--- src/rtl/axil_cfg_master.sv ---
// Single-outstanding AXI4-Lite initiator: one valid/ready command in, one response out.
// A per-transaction cycle budget abandons a stuck slave and reports a timeout response.
module axil_cfg_master #(
    parameter int unsigned C_M_AXI_DATA_WIDTH = 32,
    parameter int unsigned C_M_AXI_ADDR_WIDTH = 32,
    parameter int unsigned C_TIMEOUT_CYCLES   = 1024
) (
    input  logic                              clk,
    input  logic                              reset,

    input  logic                              cmd_valid,
    output logic                              cmd_ready,
    input  logic                              cmd_write,
    input  logic [C_M_AXI_ADDR_WIDTH-1:0]     cmd_addr,
    input  logic [C_M_AXI_DATA_WIDTH-1:0]     cmd_wdata,
    input  logic [C_M_AXI_DATA_WIDTH/8-1:0]   cmd_wstrb,

    output logic                              rsp_valid,
    input  logic                              rsp_ready,
    output logic [C_M_AXI_DATA_WIDTH-1:0]     rsp_rdata,
    output logic [1:0]                        rsp_resp,
    output logic                              rsp_timeout,
    output logic                              busy,

    output logic [C_M_AXI_ADDR_WIDTH-1:0]     M_AXI_AWADDR,
    output logic                              M_AXI_AWVALID,
    input  logic                              M_AXI_AWREADY,
    output logic [C_M_AXI_DATA_WIDTH-1:0]     M_AXI_WDATA,
    output logic [C_M_AXI_DATA_WIDTH/8-1:0]   M_AXI_WSTRB,
    output logic                              M_AXI_WVALID,
    input  logic                              M_AXI_WREADY,
    input  logic [1:0]                        M_AXI_BRESP,
    input  logic                              M_AXI_BVALID,
    output logic                              M_AXI_BREADY,
    output logic [C_M_AXI_ADDR_WIDTH-1:0]     M_AXI_ARADDR,
    output logic                              M_AXI_ARVALID,
    input  logic                              M_AXI_ARREADY,
    input  logic [C_M_AXI_DATA_WIDTH-1:0]     M_AXI_RDATA,
    input  logic [1:0]                        M_AXI_RRESP,
    input  logic                              M_AXI_RVALID,
    output logic                              M_AXI_RREADY
);

    typedef enum logic [2:0] {
        StIdle,
        StWrReq,
        StWrResp,
        StRdReq,
        StRdResp,
        StRsp
    } state_e;

    localparam logic [31:0] TmoLimit = 32'(C_TIMEOUT_CYCLES);

    state_e                            state_q;
    logic                              cmd_ready_q;
    logic                              awvalid_q;
    logic                              wvalid_q;
    logic                              bready_q;
    logic                              arvalid_q;
    logic                              rready_q;
    logic                              aw_done_q;
    logic                              w_done_q;
    logic                              rsp_valid_q;
    logic [C_M_AXI_DATA_WIDTH-1:0]     rsp_rdata_q;
    logic [1:0]                        rsp_resp_q;
    logic                              rsp_timeout_q;
    logic [C_M_AXI_ADDR_WIDTH-1:0]     addr_q;
    logic [C_M_AXI_DATA_WIDTH-1:0]     wdata_q;
    logic [C_M_AXI_DATA_WIDTH/8-1:0]   wstrb_q;
    logic [31:0]                       tmo_cnt_q;

    logic        aw_hs;
    logic        w_hs;
    logic        aw_done_now;
    logic        w_done_now;
    logic [31:0] tmo_cnt_inc;
    logic        tmo_hit;
    logic        phase_done;
    logic        tmo_fire;

    assign aw_hs       = awvalid_q & M_AXI_AWREADY;
    assign w_hs        = wvalid_q & M_AXI_WREADY;
    assign aw_done_now = aw_done_q | aw_hs;
    assign w_done_now  = w_done_q | w_hs;

    // Saturating count of cycles spent waiting on the slave for this transaction.
    assign tmo_cnt_inc = (tmo_cnt_q == 32'hFFFF_FFFF) ? tmo_cnt_q : tmo_cnt_q + 32'd1;
    assign tmo_hit     = (TmoLimit != 32'd0) && (tmo_cnt_inc == TmoLimit);

    // A phase that completes in the limit cycle takes priority over the timeout.
    always_comb begin
        phase_done = 1'b1;
        case (state_q)
            StWrReq:  phase_done = aw_done_now & w_done_now;
            StWrResp: phase_done = M_AXI_BVALID & bready_q;
            StRdReq:  phase_done = M_AXI_ARREADY & arvalid_q;
            StRdResp: phase_done = M_AXI_RVALID & rready_q;
            default:  phase_done = 1'b1;
        endcase
    end

    assign tmo_fire = tmo_hit & ~phase_done;

    always_ff @(posedge clk) begin
        if (reset) begin
            state_q       <= StIdle;
            cmd_ready_q   <= 1'b0;
            awvalid_q     <= 1'b0;
            wvalid_q      <= 1'b0;
            bready_q      <= 1'b0;
            arvalid_q     <= 1'b0;
            rready_q      <= 1'b0;
            aw_done_q     <= 1'b0;
            w_done_q      <= 1'b0;
            rsp_valid_q   <= 1'b0;
            rsp_rdata_q   <= '0;
            rsp_resp_q    <= 2'b00;
            rsp_timeout_q <= 1'b0;
            addr_q        <= '0;
            wdata_q       <= '0;
            wstrb_q       <= '0;
            tmo_cnt_q     <= '0;
        end else begin
            case (state_q)
                StIdle: begin
                    cmd_ready_q <= 1'b1;
                    if (cmd_valid && cmd_ready_q) begin
                        cmd_ready_q <= 1'b0;
                        addr_q      <= cmd_addr;
                        wdata_q     <= cmd_wdata;
                        wstrb_q     <= cmd_wstrb;
                        tmo_cnt_q   <= '0;
                        if (cmd_write) begin
                            state_q   <= StWrReq;
                            awvalid_q <= 1'b1;
                            wvalid_q  <= 1'b1;
                            aw_done_q <= 1'b0;
                            w_done_q  <= 1'b0;
                        end else begin
                            state_q   <= StRdReq;
                            arvalid_q <= 1'b1;
                        end
                    end
                end
                StWrReq: begin
                    tmo_cnt_q <= tmo_cnt_inc;
                    if (aw_hs) begin
                        awvalid_q <= 1'b0;
                        aw_done_q <= 1'b1;
                    end
                    if (w_hs) begin
                        wvalid_q <= 1'b0;
                        w_done_q <= 1'b1;
                    end
                    if (aw_done_now && w_done_now) begin
                        state_q  <= StWrResp;
                        bready_q <= 1'b1;
                    end
                end
                StWrResp: begin
                    tmo_cnt_q <= tmo_cnt_inc;
                    if (M_AXI_BVALID && bready_q) begin
                        bready_q      <= 1'b0;
                        rsp_valid_q   <= 1'b1;
                        rsp_rdata_q   <= '0;
                        rsp_resp_q    <= M_AXI_BRESP;
                        rsp_timeout_q <= 1'b0;
                        state_q       <= StRsp;
                    end
                end
                StRdReq: begin
                    tmo_cnt_q <= tmo_cnt_inc;
                    if (M_AXI_ARREADY && arvalid_q) begin
                        arvalid_q <= 1'b0;
                        rready_q  <= 1'b1;
                        state_q   <= StRdResp;
                    end
                end
                StRdResp: begin
                    tmo_cnt_q <= tmo_cnt_inc;
                    if (M_AXI_RVALID && rready_q) begin
                        rready_q      <= 1'b0;
                        rsp_valid_q   <= 1'b1;
                        rsp_rdata_q   <= M_AXI_RDATA;
                        rsp_resp_q    <= M_AXI_RRESP;
                        rsp_timeout_q <= 1'b0;
                        state_q       <= StRsp;
                    end
                end
                StRsp: begin
                    if (rsp_ready) begin
                        rsp_valid_q <= 1'b0;
                        cmd_ready_q <= 1'b1;
                        state_q     <= StIdle;
                    end
                end
                default: begin
                    state_q <= StIdle;
                end
            endcase

            // Abandon the transaction; valids drop without a handshake (debug recovery only).
            if (tmo_fire) begin
                awvalid_q     <= 1'b0;
                wvalid_q      <= 1'b0;
                bready_q      <= 1'b0;
                arvalid_q     <= 1'b0;
                rready_q      <= 1'b0;
                rsp_valid_q   <= 1'b1;
                rsp_rdata_q   <= '0;
                rsp_resp_q    <= 2'b10;
                rsp_timeout_q <= 1'b1;
                state_q       <= StRsp;
            end
        end
    end

    assign cmd_ready     = cmd_ready_q;
    assign busy          = (state_q != StIdle);
    assign rsp_valid     = rsp_valid_q;
    assign rsp_rdata     = rsp_rdata_q;
    assign rsp_resp      = rsp_resp_q;
    assign rsp_timeout   = rsp_timeout_q;

    assign M_AXI_AWADDR  = addr_q;
    assign M_AXI_AWVALID = awvalid_q;
    assign M_AXI_WDATA   = wdata_q;
    assign M_AXI_WSTRB   = wstrb_q;
    assign M_AXI_WVALID  = wvalid_q;
    assign M_AXI_BREADY  = bready_q;
    assign M_AXI_ARADDR  = addr_q;
    assign M_AXI_ARVALID = arvalid_q;
    assign M_AXI_RREADY  = rready_q;

endmodule

--- config.mk ---
export PLATFORM = sky130hd
export DESIGN_NAME = axil_cfg_master
export DESIGN_NICKNAME = d
export VERILOG_FILES = /design/src/rtl/axil_cfg_master.sv
export SDC_FILE = /design/constraint.sdc
export NUM_CORES = 1
export LEC_CHECK = 0
export CAP_MARGIN = 20
export CORE_MARGIN = 5
export CORE_UTILIZATION = 45
export DETAILED_ROUTE_END_ITERATION = 16
export HOLD_SLACK_MARGIN = 0.03
export PLACE_DENSITY_LB_ADDON = 0.12
export SLEW_MARGIN = 20
export SYNTH_ARGS = -nofsm -noshare
export SYNTH_HDL_FRONTEND = slang
export SYNTH_SLANG_ARGS = --single-unit
--- constraint.sdc ---
create_clock -name clk -period 3.25 [get_ports clk]
set_input_delay 0.65 -clock clk [delete_from_list [all_inputs] [get_ports clk]]
set_output_delay 0.65 -clock clk [all_outputs]
set_load 0.03 [all_outputs]
Word level (Yosys, flattened, before mapping)
Cells that the tools add are included.
{"block": "totals", "ff_bits": 147, "word_cells": 136, "out_inout_bits": 143}
{"block": "classes", "n_mux": 52, "n_addsub": 1, "bitwise_logic": 10, "eq_ne": 23, "reduce_logical": 31}
{"cell": "$mux 32", "count": 4}
{"cell": "$pmux 32 s2", "count": 2}
{"cell": "$add 32x1->32 const B", "count": 1}
{"cell": "$eq 32x11->1 const B", "count": 1}
{"cell": "$eq 32x32->1 const B", "count": 1}
{"cell": "$mux 1", "count": 22}
{"cell": "$mux 3", "count": 7}
{"cell": "$ne 2x2->1 const B", "count": 10}
{"cell": "$ne 3x3->1 const B", "count": 6}
{"cell": "$pmux 1 s2", "count": 9}
{"cell": "$pmux 3 s6", "count": 1}
{"cell": "$reduce_and 4->1", "count": 4}
{"cell": "$reduce_bool 2->1", "count": 7}
{"cell": "$reduce_and 3->1", "count": 4}
{"cell": "$reduce_and 6->1", "count": 2}
{"cell": "$mux 2", "count": 4}
{"cell": "$and 1x1->1", "count": 7}
{"cell": "$eq 3x2->1 const B", "count": 2}
{"cell": "$eq 3x3->1 const B", "count": 2}
{"cell": "$reduce_and 2->1", "count": 3}
{"cell": "$reduce_bool 3->1", "count": 2}
{"cell": "$logic_and 1x1->1", "count": 5}
{"cell": "$pmux 1 s4", "count": 1}
{"cell": "$pmux 2 s2", "count": 1}
{"cell": "other kinds (8)", "count": 9}

Longest topological paths before layout
Gate-level depths: netlist of the first run.
{"block": "logic_depth", "depth_word": 8, "mapped_depth": 14}

Least setup slack after synthesis of the first run
Ideal clock, no wire load.
{"block": "synth_path", "path_kind": "register to register", "startpoint": "register tmo_cnt_q[3]", "endpoint": "register rsp_rdata_q[19] (netlist: rsp_rdata[19])", "arrival_time_ns": 2.837, "setup_ns": 0.132, "slack_ns": 0.281, "t_required_ns": 3.118, "synth_period_minus_slack_ns": 2.969, "stages_incl_launch_ff": 13, "path_cell_list": "dfxtp_1 > buf_2 > nand4_4 > or4_4 > or2_1 > or3_1 > buf_2 > o31ai_2 > nand2_1 > nor4_4 > buf_6 > buf_6 > nor3_1"}
{"block": "synth_between", "elab_chain_cells": 5, "elab_cells_between_ends": 6}
{"item": "start: declaration", "line": "71", "rtl": "logic [31:0] tmo_cnt_q;"}
{"item": "start signal: assignment", "line": "147", "rtl": "tmo_cnt_q <= tmo_cnt_inc;"}
{"item": "start signal: assignment", "line": "162", "rtl": "tmo_cnt_q <= tmo_cnt_inc;"}
{"item": "start signal: assignment", "line": "173", "rtl": "tmo_cnt_q <= tmo_cnt_inc;"}
{"item": "$add 32x1->32 / $eq 32x32->1 (equally long branches)", "line": "88", "rtl": "assign tmo_cnt_inc = (tmo_cnt_q == 32'hFFFF_FFFF) ? tmo_cnt_q : tmo_cnt_q + 32'd1;"}
{"item": "$mux 32 (*)", "line": "88"}
{"item": "$eq 32x11->1 (*)", "line": "89", "rtl": "assign tmo_hit = (TmoLimit != 32'd0) && (tmo_cnt_inc == TmoLimit);"}
{"item": "$and 1x1->1 (*)", "line": "103", "rtl": "assign tmo_fire = tmo_hit & ~phase_done;"}
{"item": "$reduce_or 2->1 (no source line) (*)"}
{"item": "end signal: assignment", "line": "117", "rtl": "rsp_rdata_q <= '0;"}
{"item": "end signal: assignment", "line": "166", "rtl": "rsp_rdata_q <= '0;"}
{"item": "end signal: assignment", "line": "185", "rtl": "rsp_rdata_q <= M_AXI_RDATA;"}
{"item": "end: declaration", "line": "65", "rtl": "logic [C_M_AXI_DATA_WIDTH-1:0] rsp_rdata_q;"}
Mark *: on every way between the ends. The rest lies on a longest branch, timed or not.
A chain may end at the register's enable or synchronous reset.

Worst setup path in the final report of the first run
{"block": "layout_path", "startpoint": "register tmo_cnt_q[5]", "endpoint": "register rsp_rdata_q[22] (netlist: rsp_rdata[22])"}
Same word-level chain as after synthesis.

==> results by group, run 1 <==
Placed design
  – Setup WS pre-CTS: 101.2 ps
  – Placed cell count: 1260
  – Half-perimeter wire length after detailed placement: 16.14 mm
  – Placed cell area: 9444 µm²
  – Count of input and output buffers: 256
  – Final GP Congestion: 0.9468

Critical path
  – Origin of the worst setup path: tmo_cnt_q[5]
  – Critical path data required time: 3540 ps
  – Startpoint of the lowest-slack register-to-register path: tmo_cnt_q[5]
  – Data arrival time of the worst path: 3370 ps
  – Maximum fanout count along the critical path: 21
  – Start-to-end type of the worst setup path: reg2reg
  – Depth of the worst register-to-register path: 9
  – Critical Path Start Type: flop
  – Critical path endpoint category: flop

STA
  – Setup repair after global routing missed its margin: false
  – Fmax: 324.6 MHz
  – Worst slew margin: 53.35%
  – Hold Vio Cnt, Final: 0
  – Final worst hold slack: 453.1 ps
  – Clock period minus final worst setup slack: 3081 ps
  – Final Slew Violations: 0
  – Share of the clock period used by the worst path after layout: 94.81%
  – Total negative slack for setup checks: 0 ps
  – Largest clock skew in the final design: 6.736 ps
  – Final number of setup-violating endpoints: 0
  – Transition time of the tightest slew-check pin: 699.8 ps
  – Setup WS post-layout: 168.8 ps

Clock tree
  – H-tree depth reported by CTS: 4
  – Number of buffers on the longest clock path: 2
  – Num CTS Buffers: 17
  – Num Clock Sinks: 147
  – Clock-pin slew of the registers on the worst-case setup and hold paths: 60 ps
  – Clock Latency Late Sink: 420 ps
  – Quantity of hold-fixing buffers added after cts: 0
  – Library cell used as clock root buffer: sky130_fd_sc_hd__clkbuf_16
  – # Post-CTS Setup Buffers: 0
  – # resized after CTS: 0
  – Clock tree from TritonCTS: built

Pwr
  – Total net switching power: 2.323 mW
  – Sequential group share of total power: 33.4%
  – LEAKAGE: 3.338 nW
  – IR Drop Worst-Case VDD: 0.4480 mV
  – Overall power: 6.286 mW
  – Power density normalized to cell area: 626.9 nW/µm²
  – Clock group share of total power: 30.3%
  – Comb pwr share: 36.3%
  – Internal power: 3.963 mW
  – Switching Share: 36.96%

Min path
  – Cells on Worst Hold Path: 2
  – Worst hold start: M_AXI_WDATA[13]
  – Tightest Hold Check Type: reg2reg

Routing
  – Wire length per cell after detailed routing: 17.27 µm
  – Router iterations before antenna repair: 5
  – Initial detailed-routing violation count: 489
  – Via density: 5.485
  – Routed Wire Length: 22.35 mm
  – DRC violation count after routing: 0
  – Vias: 7097
  – ANT nets after route: 0

Synth
  – Top post-synthesis cells by area: sky130_fd_sc_hd__dfxtp_1, sky130_fd_sc_hd__nand2_1, sky130_fd_sc_hd__a21oi_1
  – Largest area contributor in the synthesized netlist: sky130_fd_sc_hd__dfxtp_1
  – #FFs+latches synth: 147
  – Number of nets produced by synthesis: 1003
  – Cell area after technology mapping: 6894 µm²
  – Synth unique cells: 52
  – Syn avg cell area: 7.764 µm²
  – Proportion of register bits with asynchronous set or reset after synthesis: 0%
  – Count leader, synth: sky130_fd_sc_hd__nand2_1
  – Synth top cells by count: sky130_fd_sc_hd__nand2_1, sky130_fd_sc_hd__dfxtp_1, sky130_fd_sc_hd__a21oi_1
  – Top FF cell, synth: sky130_fd_sc_hd__dfxtp_1
  – EDFF count, synth: 0
  – Share of the synthesized area in the top cell type: 42.69%
  – Syn. warnings: 0
  – Register area share after synthesis: 42.69%
  – Syn Inst Count: 888

Cells and area
  – Register area: 2944 µm²
  – Final Instance Count excl. Fillers: 1294
  – Final-layout fill cell count: 1354
  – Post-layout nets: 1206
  – Share of cells above drive strength 1: 7.797%
  – Fraction of the core area covered by cells at the end of the flow: 66.44%
  – Area of combinational cells with multiple inputs: 3390 µm²
  – Non-Filler Cell Area, Final: 10030 µm²
  – Growth of design area from synthesis to finish: 45.43%

Global route
  – Maximum number of pins on one net before global-route repair: 69
  – Remaining Overflow, GRT: 0
  – Wire length of the first global-routing pass: 34.73 mm
  – Vias in the first global route: 6539
  – Global router's overall resource usage: 23.82%
  – Number of antenna violations at the first check in global routing: 3

Floorplan
  – Site row count: 45
  – Placeable core region: 15090 µm²
  – Height of the die: 133.8 µm
  – Die area: 17900 µm²
  – Horizontal die dimension: 133.8 µm
  – I/O Pins: 257
  – Starting Density: 45.69%

Job
  – Max Cap Violations: 0

Outcome
  – Outcome: complete, no violations
==> power groups by stage <==
stage / clock network, mW / registers (mW) / logic, mW
2_1_floorplan: 0 / 2.40 / 1.14
3_3_place_gp: 0 / 2.13 / 2.26
3_5_place_dp: 0 / 2.14 / 2.28
4_1_cts: 1.94 / 2.10 / 2.28
5_1_grt: 2.03 / 2.13 / 2.45
6_report: 1.90 / 2.10 / 2.28
==> cells by family after synthesis <==
kind of cell    count (synthesis)  synth area share [%]
simple gates                  373                 25.10
compound gates                230                 20.85
flops                         147                 42.69
buf+inv                       116                 8.439
xor+xnor                       17                 2.160
mux                             4                0.5808
fa+ha+maj                       1                0.1815
==> flip-flops by register name, indices dropped and copies added, names as in the netlist, 2 cells and up <==
register	cells
M_AXI_WDATA	32
M_AXI_WSTRB	4
state_q	3
M_AXI_ARADDR	32
rsp_rdata	32
rsp_resp	2
tmo_cnt_q	32
==> layout make-up <==
| type | count | area share (%) |
|---|---|---|
| Antenna cell | 3 | 0.07488 |
| Clock inverter | 13 | 1.335 |
| Multi-Input combinational cell | 625 | 33.81 |
| Sequential cell | 147 | 29.36 |
| Tap cell | 188 | 2.346 |
| Clock buffer | 18 | 4.380 |
| Timing Repair Buffer | 293 | 28.43 |
| Inverter | 7 | 0.2621 |
==> routing by layer <==
layer	vias to the layer above	track usage, %	part of all wire (%)
met5	-	0	0
met2	241	40.29	49
met1	3291	29.30	42
li1	3527	-	-
met3	38	6.152	6.8
met4	0	8.743	2.6
==> worst paths after layout <==
path	endpoint	slack [ps]
max	rsp_rdata[22]	170
min	M_AXI_WDATA[13]	450
max reg2reg	rsp_rdata[22]	170
min reg2reg	M_AXI_WDATA[13]	450
==> worst max-delay path: stages (launching register included) <==
cell and delay (ps):
sky130_fd_sc_hd__dfxtp_1 480, sky130_fd_sc_hd__nand4_4 170, sky130_fd_sc_hd__or4_4 580, sky130_fd_sc_hd__or2_1 280, sky130_fd_sc_hd__or3_1 390, sky130_fd_sc_hd__o31ai_2 270, sky130_fd_sc_hd__nand2_1 140, sky130_fd_sc_hd__nor4_4 250
sky130_fd_sc_hd__buf_4 300, sky130_fd_sc_hd__nor3_1 80
==> cells in the final DEF, fill, tap and decap left out, types with 18 or more instances in the layout <==
cell	count
sky130_fd_sc_hd__nor2_1	40
sky130_fd_sc_hd__a31oi_1	18
sky130_fd_sc_hd__nor3_1	60
sky130_fd_sc_hd__a22oi_1	36
sky130_fd_sc_hd__nand2_1	186
sky130_fd_sc_hd__dfxtp_1	146
sky130_fd_sc_hd__nand3_1	21
sky130_fd_sc_hd__buf_4	37
sky130_fd_sc_hd__clkdlybuf4s50_1	255
sky130_fd_sc_hd__a21oi_1	98
sky130_fd_sc_hd__a311oi_1	20
sky130_fd_sc_hd__o21ai_0	28
No activity file was read; power rests on OpenSTA's default activity.
==> run 2, diff against run 1 <==
Settings changed: GPL_TIMING_DRIVEN set to 0.
==> results by group, run 2 (same netlist as run 1, synthesis figures left out) <==
Pwr
  – Clock group share of total power: 32.9% (+2.6 points)
  – Switching Share: 36.05% (-0.91 points)
  – Internal power: 4.316 mW (+8.9%)
  – LEAKAGE: 3.601 nW (+7.9%)
  – Sequential group share of total power: 31.0% (-2.4 points)
  – Total net switching power: 2.433 mW (+4.7%)
  – Comb pwr share: 36.1% (-0.2 points)
  – IR Drop Worst-Case VDD: 0.5975 mV (+33%)
  – Power density normalized to cell area: 637.1 nW/µm² (+1.6%)
  – Overall power: 6.749 mW (+7.4%)

Routing
  – Routed Wire Length: 24.82 mm (+11%)
  – DRC violation count after routing: 0 (unchanged)
  – Wire length per cell after detailed routing: 18.11 µm (+4.9%)
  – Initial detailed-routing violation count: 637 (+30%)
  – Vias: 7638 (+7.6%)
  – Router iterations before antenna repair: 6 (+1)
  – Via density: 5.571 (+1.6%)
  – ANT nets after route: 0 (unchanged)

Cells and area
  – Most common cell after layout, fill and taps aside: sky130_fd_sc_hd__clkdlybuf4s50_1
  – Share of cells above drive strength 1: 9.806% (+2.0 points)
  – Post-layout nets: 1285 (+6.6%)
  – Final-layout fill cell count: 1287 (-4.9%)
  – Number of antenna repair diodes: 0 (-3)
  – Most used cells in the layout excluding fill and tap cells: sky130_fd_sc_hd__clkdlybuf4s50_1, sky130_fd_sc_hd__nand2_1, sky130_fd_sc_hd__dfxtp_1
  – Register area: 2947 µm² (about the same)
  – Area of combinational cells with multiple inputs: 3473 µm² (+2.5%)
  – Non-Filler Cell Area, Final: 10590 µm² (+5.7%)
  – Growth of design area from synthesis to finish: 53.67%
  – Fraction of the core area covered by cells at the end of the flow: 70.21% (+3.8 points)

Placed design
  – Final GP Congestion: 0.9586 (+1.2%)
  – Count of input and output buffers: 256 (unchanged)
  – Half-perimeter wire length after detailed placement: 18.22 mm (+13%)
  – Placed cell area: 9692 µm² (+2.6%)

Global route
  – Remaining Overflow, GRT: 0 (unchanged)
  – Global router's overall resource usage: 26.11% (+2.3 points)
  – Wire length of the first global-routing pass: 37.30 mm (+7.4%)
  – Vias in the first global route: 6927 (+5.9%)
  – Number of antenna violations at the first check in global routing: 0 (-3)
  – Maximum number of pins on one net before global-route repair: 17 (-75%)

Critical path
  – Highest cell delay on the worst timing path: 480 ps (-100 ps)
  – Critical path endpoint category: flop
  – Critical path data required time: 3540 ps (about the same)
  – Start-to-end type of the worst setup path: reg2reg
  – Data arrival time of the worst path: 3510 ps (+140 ps)
  – Maximum fanout count along the critical path: 10 (-52%)
  – Critical Path Start Type: flop
  – Gate family responsible for the most delay along the worst path: simple AND/OR/NAND/NOR gates
  – Cells traversed along the worst timing path: and4_1 -> clkbuf_1 -> and4_1 -> nand4b_1 -> buf_4 -> o21ai_0 -> nand2_1 -> a211o_1 -> nor4_4 -> buf_4 -> buf_6 -> nor3_1
  – Master of the slowest instance on the critical path: sky130_fd_sc_hd__dfxtp_1
  – Crit path buf inv count: 4 (+3)

Clock tree
  – Num CTS Buffers: 17 (unchanged)
  – Library cell used as clock root buffer: sky130_fd_sc_hd__clkbuf_16
  – Clock-pin slew of the registers on the worst-case setup and hold paths: 60 ps (about the same)
  – Num Clock Sinks: 147 (unchanged)
  – H-tree depth reported by CTS: 4 (unchanged)
  – Number of buffers on the longest clock path: 2 (unchanged)
  – Clock tree from TritonCTS: built
  – Clock Latency Late Sink: 420 ps (about the same)

STA
  – Total negative slack for setup checks: 0 ps (unchanged)
  – Final number of setup-violating endpoints: 0 (unchanged)
  – Largest clock skew in the final design: 8.073 ps (+1.337 ps)
  – Final worst hold slack: 452.5 ps (-0.5750 ps)
  – Share of the clock period used by the worst path after layout: 99.28% (+4.5 points)
  – Worst slew margin: 33.04% (-20 points)
  – Final Slew Violations: 0 (unchanged)
  – Hold Vio Cnt, Final: 0 (unchanged)
  – Transition time of the tightest slew-check pin: 993.9 ps (+294.1 ps)
  – Fmax: 309.9 MHz (-4.5%)
  – Clock period minus final worst setup slack: 3226 ps (+145.3 ps)

Floorplan
  – I/O Pins: 257 (unchanged)
  – Height of the die: 133.8 µm (unchanged)
  – Die area: 17900 µm² (unchanged)
  – Horizontal die dimension: 133.8 µm (unchanged)
  – Site row count: 45 (unchanged)
  – Starting Density: 45.69% (unchanged)
  – Placeable core region: 15090 µm² (unchanged)

Job
  – Max Cap Violations: 0 (unchanged)

Outcome
  – Outcome: complete, no violations

Min path
  – Tightest Hold Check Type: reg2reg
run 2: cell count changes in the layout (fill, tap and decap cells not counted), sizes merged:
cell / previous run / this run
diode: 3 / 0
bufinv: 2 / 6
clkbuf: 18 / 79
clkinv: 6 / 5
buf: 38 / 56
clkinvlp: 3 / 1
inv: 9 / 8
clkdlybuf4s50: 255 / 256
run 2: worst register-to-register path: cells and delay by family (launching register included):
| kind | cells | cell delay, ps |
|---|---|---|
| flops | 1 | 480 |
| compound gates | 2 | 430 |
| simple gates | 6 | 1420 |
| buf+inv | 4 | 760 |
run 2: stage by stage:
step	cells	setup slack, ps
after floorplan	888	281.4
after global placement	1332	-271.8
after detailed placement	1332	-303.8
after CTS	1368	-7.063
after global routing	1371	-48.10
final	1371	23.53
run 2: final cells by class:
class	instances	area share, %
multi-input combinational	625	32.79
tap	188	2.220
sequential	147	27.81
clock inverter	13	2.161
clock buffer	19	4.181
inverter	7	0.2480
buffer	102	5.433
timing repair buffer	270	25.16
run 2: path summary, 6_finish.rpt:
| kind | startpoint | slack [ps] | endpoint | cells after the start |
|---|---|---|---|---|
| setup / recovery | tmo_cnt_q[26] | 20 | rsp_rdata[2] | 12 |
| hold / removal | M_AXI_WDATA[5] | 450 | M_AXI_WDATA[5] | 2 |
| setup reg to reg | tmo_cnt_q[26] | 20 | rsp_rdata[2] | 12 |
| hold reg to reg | M_AXI_WDATA[5] | 450 | M_AXI_WDATA[5] | 2 |
run 2: power by group through the flow:
stage / Sequential, mW / Combinational [mW] / Clock, mW
after floorplan: 2.40 / 1.14 / 0
after global routing: 2.11 / 2.59 / 2.33
final: 2.09 / 2.44 / 2.22
after CTS: 2.09 / 2.41 / 2.25
after detailed placement: 2.13 / 2.39 / 0
after global placement: 2.12 / 2.38 / 0
run 2: what timing repair did:
action	in CTS	in global routing
resized for setup	8	35
pin swaps	4	10
gates cloned	0	1
hold buffers	0	0
setup buffers	6	7
setup endpoints to repair	44	44
run 2: metal layers:
layer | vias up | routed length, µm | track usage [%]
met5 | - | 0 | 0
met4 | 0 | 913 | 10.57
met3 | 67 | 2219 | 6.564
met2 | 369 | 12110 | 44.86
met1 | 3511 | 9580 | 31.23
li1 | 3691 | - | -
